`config.mk`:
```
export PLATFORM = sky130hd
export DESIGN_NAME = regdst_mux_stage
export DESIGN_NICKNAME = d
export VERILOG_FILES = /design/src/rtl/regdst_mux_stage.sv
export SDC_FILE = /design/constraint.sdc
export NUM_CORES = 1
export LEC_CHECK = 0
export ABC_AREA = 1
export CAP_MARGIN = 20
export CORE_ASPECT_RATIO = 2
export CORE_MARGIN = 1
export CORE_UTILIZATION = 25
export CTS_BUF_LIST = sky130_fd_sc_hd__clkbuf_4 sky130_fd_sc_hd__clkbuf_8
export DETAILED_ROUTE_END_ITERATION = 10
export SYNTH_ARGS = -nofsm -noshare
export SYNTH_HDL_FRONTEND = slang
export SYNTH_SLANG_ARGS = --single-unit
export TNS_END_PERCENT = 50
```
`constraint.sdc`:
```
create_clock -name clk -period 1.6 [get_ports clk]
set_input_delay 0.16 -clock clk [delete_from_list [all_inputs] [get_ports clk]]
set_output_delay 0.16 -clock clk [all_outputs]
set_load 0.05 [all_outputs]
```
`src/rtl/regdst_mux_stage.sv`:
```
// Destination-register select stage: NUM_IN:1 candidate mux feeding a registered
// valid/ready output with a one-entry skid buffer and flush. Optional macro: REGDST_SEL_RANGE_CHECK_EN.

module regdst_mux_cand #(
   parameter int WIDTH  = 5,
   parameter int SEL_W  = 2,
   parameter int NUM_IN = 4,
   parameter int IDX    = 0
) (
   input  logic [WIDTH-1:0] cand,
   input  logic [SEL_W-1:0] sel,
   output logic [WIDTH-1:0] masked
);
   logic hit;

   // Candidate 0 also absorbs every out-of-range select.
   generate
      if (IDX == 0) begin : g_zero
         assign hit = (sel == '0) || ({1'b0, sel} >= (SEL_W+1)'(NUM_IN));
      end else begin : g_other
         assign hit = (sel == SEL_W'(IDX));
      end
   endgenerate

   assign masked = hit ? cand : '0;
endmodule

module regdst_mux_stage #(
   parameter int WIDTH  = 5,
   parameter int NUM_IN = 4,
   parameter int SEL_W  = 2
) (
   input  logic                    clk,
   input  logic                    rst,
   input  logic [NUM_IN*WIDTH-1:0] in_bus,
   input  logic [SEL_W-1:0]        in_sel,
   input  logic                    in_valid,
   output logic                    in_ready,
   output logic [WIDTH-1:0]        out_data,
   output logic                    out_valid,
   input  logic                    out_ready,
   input  logic                    flush,
   output logic [1:0]              occupancy,
   output logic                    sel_err
);
   typedef enum logic [1:0] {
      EMPTY = 2'd0,
      FULL1 = 2'd1,
      SKID  = 2'd2
   } state_t;

   state_t                         state, nxt;
   logic [NUM_IN-1:0][WIDTH-1:0]   masked;
   logic [WIDTH-1:0]               sel_data;
   logic [WIDTH-1:0]               skid_data;
   logic                           acc, take;
   logic                           ld_sel, ld_skid, ld_from_skid;

   genvar k;
   generate
      for (k = 0; k < NUM_IN; k++) begin : g_cand
         regdst_mux_cand #(
            .WIDTH (WIDTH),
            .SEL_W (SEL_W),
            .NUM_IN(NUM_IN),
            .IDX   (k)
         ) u_cand (
            .cand  (in_bus[k*WIDTH +: WIDTH]),
            .sel   (in_sel),
            .masked(masked[k])
         );
      end
   endgenerate

   // Exactly one candidate is unmasked, so an OR reduction is the mux.
   always_comb begin
      sel_data = '0;
      for (int i = 0; i < NUM_IN; i++) sel_data = sel_data | masked[i];
   end

   assign in_ready  = (state != SKID);
   assign out_valid = (state != EMPTY);
   assign occupancy = state;
   assign acc       = in_valid && in_ready;
   assign take      = acc && !flush;

   always_ff @(posedge clk or posedge rst) begin
      if (rst) state <= EMPTY;
      else     state <= nxt;
   end

   always_comb begin
      nxt          = state;
      ld_sel       = 1'b0;
      ld_skid      = 1'b0;
      ld_from_skid = 1'b0;
      case (state)
         EMPTY: begin
            if (take) begin
               nxt    = FULL1;
               ld_sel = 1'b1;
            end
         end
         FULL1: begin
            if (take && out_ready) begin
               ld_sel = 1'b1;
            end else if (take) begin
               nxt     = SKID;
               ld_skid = 1'b1;
            end else if (out_ready) begin
               nxt = EMPTY;
            end
         end
         SKID: begin
            if (out_ready) begin
               nxt          = FULL1;
               ld_from_skid = 1'b1;
            end
         end
         default: nxt = EMPTY;
      endcase
      // Squash wins; an output handshake this cycle has already been delivered.
      if (flush) begin
         nxt          = EMPTY;
         ld_from_skid = 1'b0;
      end
   end

   always_ff @(posedge clk or posedge rst) begin
      if (rst) begin
         out_data  <= '0;
         skid_data <= '0;
      end else begin
         if (ld_sel)            out_data <= sel_data;
         else if (ld_from_skid) out_data <= skid_data;
         if (ld_skid)           skid_data <= sel_data;
      end
   end

`ifdef REGDST_SEL_RANGE_CHECK_EN
   always_ff @(posedge clk or posedge rst) begin
      if (rst)                                                    sel_err <= 1'b0;
      else if (acc && ({1'b0, in_sel} >= (SEL_W+1)'(NUM_IN)))     sel_err <= 1'b1;
   end
`else
   assign sel_err = 1'b0;
`endif

endmodule

```
=== After elaboration in Yosys (flattened, before gate mapping) ===
Index checks and enable logic that the tools add are counted.
Widths: inputs -> output; s select.

* Register bits after elaboration: 12
* Output and inout port bits: 10
* Logic and storage cells: 46

* Equality and inequality tests: 10
* Multiplexer cells: 21
* Bitwise gates (word level): 3
* Reductions and logical operators: 9

{| class="wikitable"
|+ Operator list
! kind !! number
|-
| $mux 5 || 6
|-
| $or 5x5->5 || 3
|-
| $mux 2 || 6
|-
| $ne 3x3->1 const B || 3
|-
| $mux 1 || 7
|-
| $eq 2x2->1 const B || 3
|-
| $pmux 2 s3 || 1
|-
| $eq 2x1->1 const B || 2
|-
| $logic_not 2->1 || 2
|-
| $ne 4x4->1 const B || 1
|-
| $reduce_and 4->1 || 1
|-
| $reduce_bool 2->1 || 2
|-
| $logic_and 1x1->1 || 3
|-
| $ne 2x2->1 const B || 1
|-
| $pmux 1 s2 || 1
|-
| $logic_not 1->1 || 1
|}

=== Logic depth before layout (Yosys ltp) ===
* Depth after elaboration: 7
* Gate-level depth with buffers: 7
* Depth with buffers taken out: 7

=== Hierarchy ===
A second synthesis with hierarchy kept.

* Cells, all modules: 143
* Area, all modules: 889.6 µm²

{| class="wikitable"
|+ Modules (own cells, without submodules)
! module !! times used !! cells an instance !! area an instance (µm²) !! sequential area each (µm²)
|-
| regdst_mux_stage || 1 || 95 || 681.9 || 300.3
|-
| regdst_mux_cand at g_cand[1].u_cand ... || 2 || 12 || 47.5 || 0.0
|-
| regdst_mux_cand at g_cand[0].u_cand || 1 || 13 || 68.8 || 0.0
|-
| regdst_mux_cand at g_cand[3].u_cand || 1 || 11 || 43.8 || 0.0
|}

=== Worst setup path after synthesis ===
Ideal clock, no wire load.

* Path kind: flip-flop to flip-flop
* From: reg state[1] (netlist: occupancy[1])
* To: reg state[1] (netlist: occupancy[1])
* Data arrival time: 1.673 ns
* Setup slack: -0.140 ns
* Stages on the path, launching flop included: 7
* Buffers on the path: 0
* Period minus slack after synthesis: 1.740 ns
* Cells stage by stage: dfrtp_1 > nand2_1 > nand2_1 > nand2_1 > nand3_2 > nand2_1 > nand2_1

* Longest elaborated chain between the ends: 7

{| class="wikitable"
|+ Ends and longest elaborated chain
! item !! RTL line !! RTL
|-
| start: declaration || 52 || <nowiki>state_t state, nxt;</nowiki>
|-
| start signal: assignment || 89 || <nowiki>else state <= nxt;</nowiki>
|-
| $ne 2x2->1 * || 81 || <nowiki>assign in_ready = (state != SKID);</nowiki>
|-
| via in_ready || 38 || <nowiki>output logic in_ready,</nowiki>
|-
| $logic_and 1x1->1 * || 84 || <nowiki>assign acc = in_valid && in_ready;</nowiki>
|-
| $logic_and 1x1->1 * || 85 || <nowiki>assign take = acc && !flush;</nowiki>
|-
| $mux 2 || 107 || <nowiki>end else if (take) begin</nowiki>
|-
| $mux 2 || 105 || <nowiki>if (take && out_ready) begin</nowiki>
|-
| $pmux 2 s3 || 97 || <nowiki>case (state)</nowiki>
|-
| $mux 2 || 123 || <nowiki>if (flush) begin</nowiki>
|}

The timed path passes the listed nets; every way through them passes the cells marked *. The select of a mux whose other input is x is not followed.
A chain may end at the register's enable or synchronous reset.

=== Worst setup path after layout ===
* From: in in_valid
* To: reg out_data[3]

* Longest elaborated chain between the ends: 6

{| class="wikitable"
|+ Ends and longest elaborated chain
! item !! RTL line !! RTL
|-
| start: declaration || 37 || <nowiki>input logic in_valid,</nowiki>
|-
| $logic_and 1x1->1 * || 84 ||
|-
| $logic_and 1x1->1 * || 85 ||
|-
| $logic_and 1x1->1 || 105 ||
|-
| $mux 1 || 105 ||
|-
| $pmux 1 s2 * || 97 ||
|-
| $mux 5 or $reduce_bool 2->1 (tied branches) || n/a ||
|-
| end signal: assignment || 134 || <nowiki>if (ld_sel) out_data <= sel_data;</nowiki>
|-
| end signal: assignment || 135 || <nowiki>else if (ld_from_skid) out_data <= skid_data;</nowiki>
|-
| end: declaration || 39 || <nowiki>output logic [WIDTH-1:0] out_data,</nowiki>
|}

Mark *: on every way between the ends. The rest lies on a longest branch, timed or not.

==> results.py <==
metrics = {
    "clocking": {
        "post_cts_resized": 0,
        "cts_tree": "built",
        "cts.sinks": 12,
        "cts_hold_buf": 0,
        "root_buffer": "clkbuf_8",
        "clkLatencyLatePin_ps": 240,
        "clk_pin_slew_worst_paths_ps": 50,
        "h-tree-depth": 1,
        "clock_path_buffers": 2,
        "cts_made_buffers": 3,
        "post_cts_buffers": 0,
    },
    "power": {
        "clock_power_share_pct": 23.0,
        "p_leak_nw": 0.621,
        "p_sw_w": 0.000563,
        "peakVddDrop_mv": 0.376,
        "p_int_w": 0.000867,
        "p_comb_share_pct": 43.8,
        "pwr-share-seq_pct": 33.2,
        "p_per_area_nw_per_um2": 1140,
        "p_sw_share_pct": 39.4,
    },
    "final_layout": {
        "fillers": 355,
        "fin_area_um2": 1250,
        "final_cell_mix": "40 x nand2_1, 26 x clkdlybuf4s50_1, 23 x nand3_1",
        "diodes": 0,
        "area_delta_synth_final_pct": 53.3,
        "layout.nets": 186,
        "final_common_cell": "nand2_1",
        "drive_above_1_share_pct": 16.5,
    },
    "timing": {
        "finalCriticalPeriod_ps": 1280,
        "maxSlewViolCount": 0,
        "fin_setup_tns_ps": 0,
        "clock_skew_ps": 0.727,
        "fin_crit_sh_pct": 80.0,
        "rsz0062_at_grt": "no",
        "fmax_ghz": 0.781,
        "hold_viol_final": 0,
        "setup_viol": 0,
    },
    "yosys": {
        "synthSimpleGateAreaFrac_pct": 46.1,
        "yosysSeqAreaShare_pct": 36.8,
        "synth_top_family_by_area": "simple AND/OR/NAND/NOR gates",
        "ys_ff_latch": 12,
        "netlist_area_um2": 817,
        "synthFlopType": "dfrtp_1",
        "postSynthCellCount": 121,
        "synthMuxAreaShare_pct": 0,
        "yosysUniqueCellTypes": 17,
        "post_synth_xor_area_fraction_pct": 0,
        "synth_edf_count": 0,
        "syn-num-nets": 148,
        "async_reset_ff_share_pct": 100,
        "avgSynthCellArea_um2": 6.75,
        "synth-compound-area-share_pct": 7.66,
        "synth_warnings": 0,
        "synthAdderAreaFrac_pct": 0,
    },
    "grt": {
        "grt_overflow_total": 0,
        "grt_max_degree": 13,
        "grt_pass1_wl_um": 3570,
        "antenna_found_initial": 0,
        "grt_pass1_vias": 881,
        "grtUsageTotal_pct": 12.9,
    },
    "die": {
        "die_h_um": 82.8,
        "placementRows": 29,
        "initial_utilization_pct": 25.9,
        "die_x_um": 42.4,
        "io_pins": 37,
        "die-area_um2": 3510,
        "core-area_um2": 3160,
    },
    "critical_path": {
        "cpLargestDelayFamily": "simple AND/OR/NAND/NOR gates",
        "cp_cell_sequence": "clkdlybuf4s50_1 > inv_1 > nor2_2 > nand3_2 > nand2_1 > nand2_1 > nand2_1 > nand2_1",
        "critPathArrivalTime_ps": 1410,
        "slowest_delay_ps": 480,
        "path_common_cell": "nand2_1",
        "cp_data_required_time_ps": 1730,
        "critPathLaunchType": "primary input",
        "end_kind": "flip-flop",
        "crit_buf_inv": 2,
        "crit_fanout": 5,
        "crit_slowest_cell": "clkdlybuf4s50_1",
        "critPathKind": "in2reg",
    },
    "detailed_routing": {
        "dr.pass1.iters": 4,
        "drt_iter0_drc": 18,
        "vias": 883,
        "route.detailed.drc": 0,
        "wirelength_um": 1980,
        "vias_per_cell": 4.67,
        "post_drt_wl_per_cell_um": 10.5,
        "ant_nets": 0,
    },
    "flow_run": {
        "maxCapViolCount": 0,
    },
    "status": {
        "status": "complete, no violations",
    },
    "placement": {
        "gp_congestion": 0.790,
        "portBuffers": 35,
        "hpwl_um": 1680,
        "postPlaceCellArea_um2": 1200,
    },
    "hold_path": {
        "hold_class": "in2async",
    },
}
==> area by class of cell <==
type | instances | area, um^2 | area share (%)
multi-input cells | 93 | 443 | 35.4
well taps | 31 | 38.8 | 3.10
flip-flops and latches | 12 | 303 | 24.2
inverters | 12 | 45.0 | 3.60
clock buffers | 4 | 55.1 | 4.40
repair buffers | 37 | 368 | 29.4
==> power by group through the flow <==
stage	Clock (W)	Sequential [W]	Combinational [W]
finish	0.000328	0.000476	0.000627
global route	0.000347	0.000490	0.000693
CTS	0.000339	0.000477	0.000634
detailed placement	0	0.000481	0.000632
global placement	0	0.000475	0.000625
floorplan	0	0.000624	0.000254
==> worst register-to-register path: cells and delay by family, from the launching register on <==
family             cells  cell delay, ps
and+or+nand+nor        4             600
DFF                    1             440
AOI/OAI and AO/OA      1             170
==> sequential cells by signal (all words and copies together), names as in the netlist <==
name       flops
skid_data      5
out_data       5
occupancy      2
==> per-stage QoR <==
step           std cells  total power [W]  hold WS, ps  util [%]  worst slack, ps
5_1_grt              189          0.00153          271      39.7              163
3_5_place_dp         185          0.00111          478      37.9             75.0
3_3_place_gp         185          0.00110          474      37.9              106
4_1_cts              189          0.00145          239      39.7              318
2_1_floorplan        121         0.000878         24.6         -              107
6_report             189          0.00143          223      39.7              320
==> per-layer routing <==
metal  share of wire (%)  global-route usage, %  vias up  wire length, um
li1                    -                      -      468                -
met1                  34                   12.6      373              674
met2                  58                   24.5       37             1150
met3                 5.6                   2.17        5              110
met4                 2.3                   5.97        0               45
met5                   0                      0        -                0
==> Yosys cell counts, types with 2 or more instances <==
| library cell | number | area (um^2) |
|---|---|---|
| nand3_2 | 3 | 30.0 |
| o21ai_1 | 10 | 50.1 |
| dfrtp_1 | 12 | 300 |
| nand4_1 | 3 | 18.8 |
| inv_1 | 10 | 37.5 |
| nand3_1 | 23 | 115 |
| buf_2 | 2 | 10.0 |
| nand2_1 | 40 | 150 |
| inv_2 | 2 | 7.51 |
| nor2_1 | 9 | 33.8 |
==> final timing paths <==
kind	start	end	slack, ps	cells past startpoint
min in group clk	skid_data[3]	skid_data[3]	490	2
max in group asynchronous	rst	occupancy[1]	1050	2
setup / recovery	in_valid	out_data[3]	320	8
hold reg to reg	skid_data[3]	skid_data[3]	490	2
hold / removal	rst	out_data[4]	220	2
setup reg to reg	occupancy[0]	out_data[0]	330	5
==> logic make-up (layout without fill, tap and decap cells) <==
family	after synthesis	after routing
AO/OA/AOI/OAI	11	11
buffers and inverters	16	53
flip-flops	12	12
other	1	1
AND/OR/NAND/NOR	81	81
Note: power is estimated with default switching activity, not from simulation.
==> patch: new RTL, same flow settings <==
`WIDTH` is set to 5 in 2 places; all go to 10.
--- a/src/rtl/regdst_mux_stage.sv
+++ b/src/rtl/regdst_mux_stage.sv
@@ -4,3 +4,3 @@
 module regdst_mux_cand #(
-   parameter int WIDTH  = 5,
+   parameter int WIDTH  = 10,
    parameter int SEL_W  = 2,
@@ -28,3 +28,3 @@
 module regdst_mux_stage #(
-   parameter int WIDTH  = 5,
+   parameter int WIDTH  = 10,
    parameter int NUM_IN = 4,
Interface: changed (resized in_bus and out_data); port bits go from 37 to 62. No check against the original RTL was run, so the function may have changed too.
==> patch against the unedited design <==
Critical path depth unchanged; wire length increased by 78%; hold slack improved by 6.2 ps; worst setup slack got worse by 69 ps; design area increased by 82%; sequential cell count increased by 10; power increased by 77%; global-route usage decreased by 1.0 points; area after synthesis increased by 77%; first-iteration DRC count increased by 110%; non-clock buffer count increased by 40; final cell count increased by 86%.
==> patch: results (changes against the unedited design) <==
H-tree levels 1 (unchanged); Final #Nets 340 (was 186); gr usage total 11.8% (was 12.9%); Clock transition at path regs 80 ps (was 50 ps); routed vias/inst 4.25 (was 4.67); Top FF cell, synth dfrtp_1 (unchanged); Clock Tree Root clkbuf_8 (unchanged); largest net degree at the start of global routing 23 (was 13); clock buffer depth 2 (unchanged); Clock Latency Late Sink 260 ps (was 240 ps); Met3 Routed Length 131 microns (was 110 microns); pre-CTS setup slack -36.2 ps (was 75.0 ps); DRT met1 WL 1.37 mm (was 674 microns); clk_skew 4.48 ps (was 0.727 ps); # port buffers 60 (was 35); worst hold path class in2async (unchanged); first-pass GRT wire length 5.91 mm (was 3.57 mm); Max stage delay on crit path 490 ps; maximum fanout along the worst path 10 (was 5); hpwl dp 3.00 mm (was 1.68 mm); post-CTS sizing 0 (unchanged); syn_nets 266 (was 148); CP arrival 1510 ps (was 1410 ps); DR iter-0 viols 37 (was 18); GPL Wtd Cong 0.817 (was 0.790); R2R setup slack 280 ps (was 330 ps); clock-net power 0.000507 W (was 0.000328 W); post-synthesis cell type count 21 (was 17); top cells by count, synth nand2_1, dfrtp_1, inv_1 (was nand2_1, nand3_1, dfrtp_1); P_int 0.00156 W (was 0.000867 W); Pleak 1.17 nW (was 0.621 nW); setup bufs post-CTS 0 (unchanged); Reg-to-Reg End out_data[3]$_DFFE_PP0P_ (was out_data[0]$_DFFE_PP0P_); initial antenna violation count 0 (unchanged); met2 global-route usage 23.8% (was 24.5%); share of cells above drive strength 1 19.5% (was 16.5%); M3 GR Usage 0.941% (was 2.17%); number of global-route vias before repair 1416 (was 881); Yosys warnings 0 (unchanged); reg2reg start occupancy[1]$_DFFE_PP0P_ (was occupancy[0]$_DFFE_PP0P_); worst vdd ir 764 uV (was 376 uV); status complete, no violations (unchanged); register area share after synthesis 38.1% (was 36.8%); Avg WL per Cell 10.0 microns (was 10.5 microns); met1 Use GR 12.4% (was 12.6%); R2R depth 7 (was 5); top post-synthesis cells by area dfrtp_1, nand2_1, o21ai_2, inv_1, nor2_1 (was dfrtp_1, nand2_1, nand3_1, o21ai_1, inv_1); Comb pwr share 45.1% (was 43.8%); met2 wire len 1.98 mm (was 1.15 mm)
[patch: cells by family (layout without fill, tap and decap cells)]
kind of cell           Yosys count  in the layout  share of synthesized area [%]
other                            1              1                          0.259
AO/OA/AOI/OAI                   19             19                           9.86
buffers and inverters           29            102                           10.0
flip-flops                      22             22                           38.1
AND/OR/NAND/NOR                148            148                           41.8
[patch: per-stage QoR]
stage / area, sq um / hold WS, ps / total power, W / cells / utilization [%]
2_1_floorplan: 1450 / 149 / 0.00162 / 219 / -
3_3_place_gp: 2210 / 464 / 0.00203 / 348 / 40.1
3_5_place_dp: 2210 / 466 / 0.00204 / 348 / 40.1
4_1_cts: 2280 / 239 / 0.00256 / 352 / 41.4
5_1_grt: 2280 / 262 / 0.00270 / 352 / 41.4
6_report: 2280 / 229 / 0.00253 / 352 / 41.4
[patch: layout make-up]
| type | instances | area [sq um] |
|---|---|---|
| Clock buffer | 3 | 41.3 |
| Clock inverter | 1 | 30.0 |
| Fill cell | 593 | 3230 |
| Inverter | 21 | 78.8 |
| Multi-Input combinational cell | 168 | 751 |
| Sequential cell | 22 | 552 |
| Tap cell | 60 | 75.1 |
| Timing Repair Buffer | 77 | 756 |
[patch: worst max path at each step]
stage,cells after the start,startpoint,to,slack [ps]
2_1_floorplan,8,occupancy[1]$_DFFE_PP0P_,skid_data[0]$_DFFE_PP0P_,40
4_1_cts,8,flush,out_data[3]$_DFFE_PP0P_,240
5_1_grt,10,in_sel[1],out_data[6]$_DFFE_PP0P_,70
3_5_place_dp,8,flush,out_data[3]$_DFFE_PP0P_,-40
6_report,8,flush,out_data[3]$_DFFE_PP0P_,250
3_3_place_gp,10,in_sel[1],out_data[1]$_DFFE_PP0P_,-20
[patch: critical path: cells and delay by family]
kind / cells / cell delay [ps]
compound gates: 1 / 150
buf+inv: 3 / 800
simple gates: 4 / 400
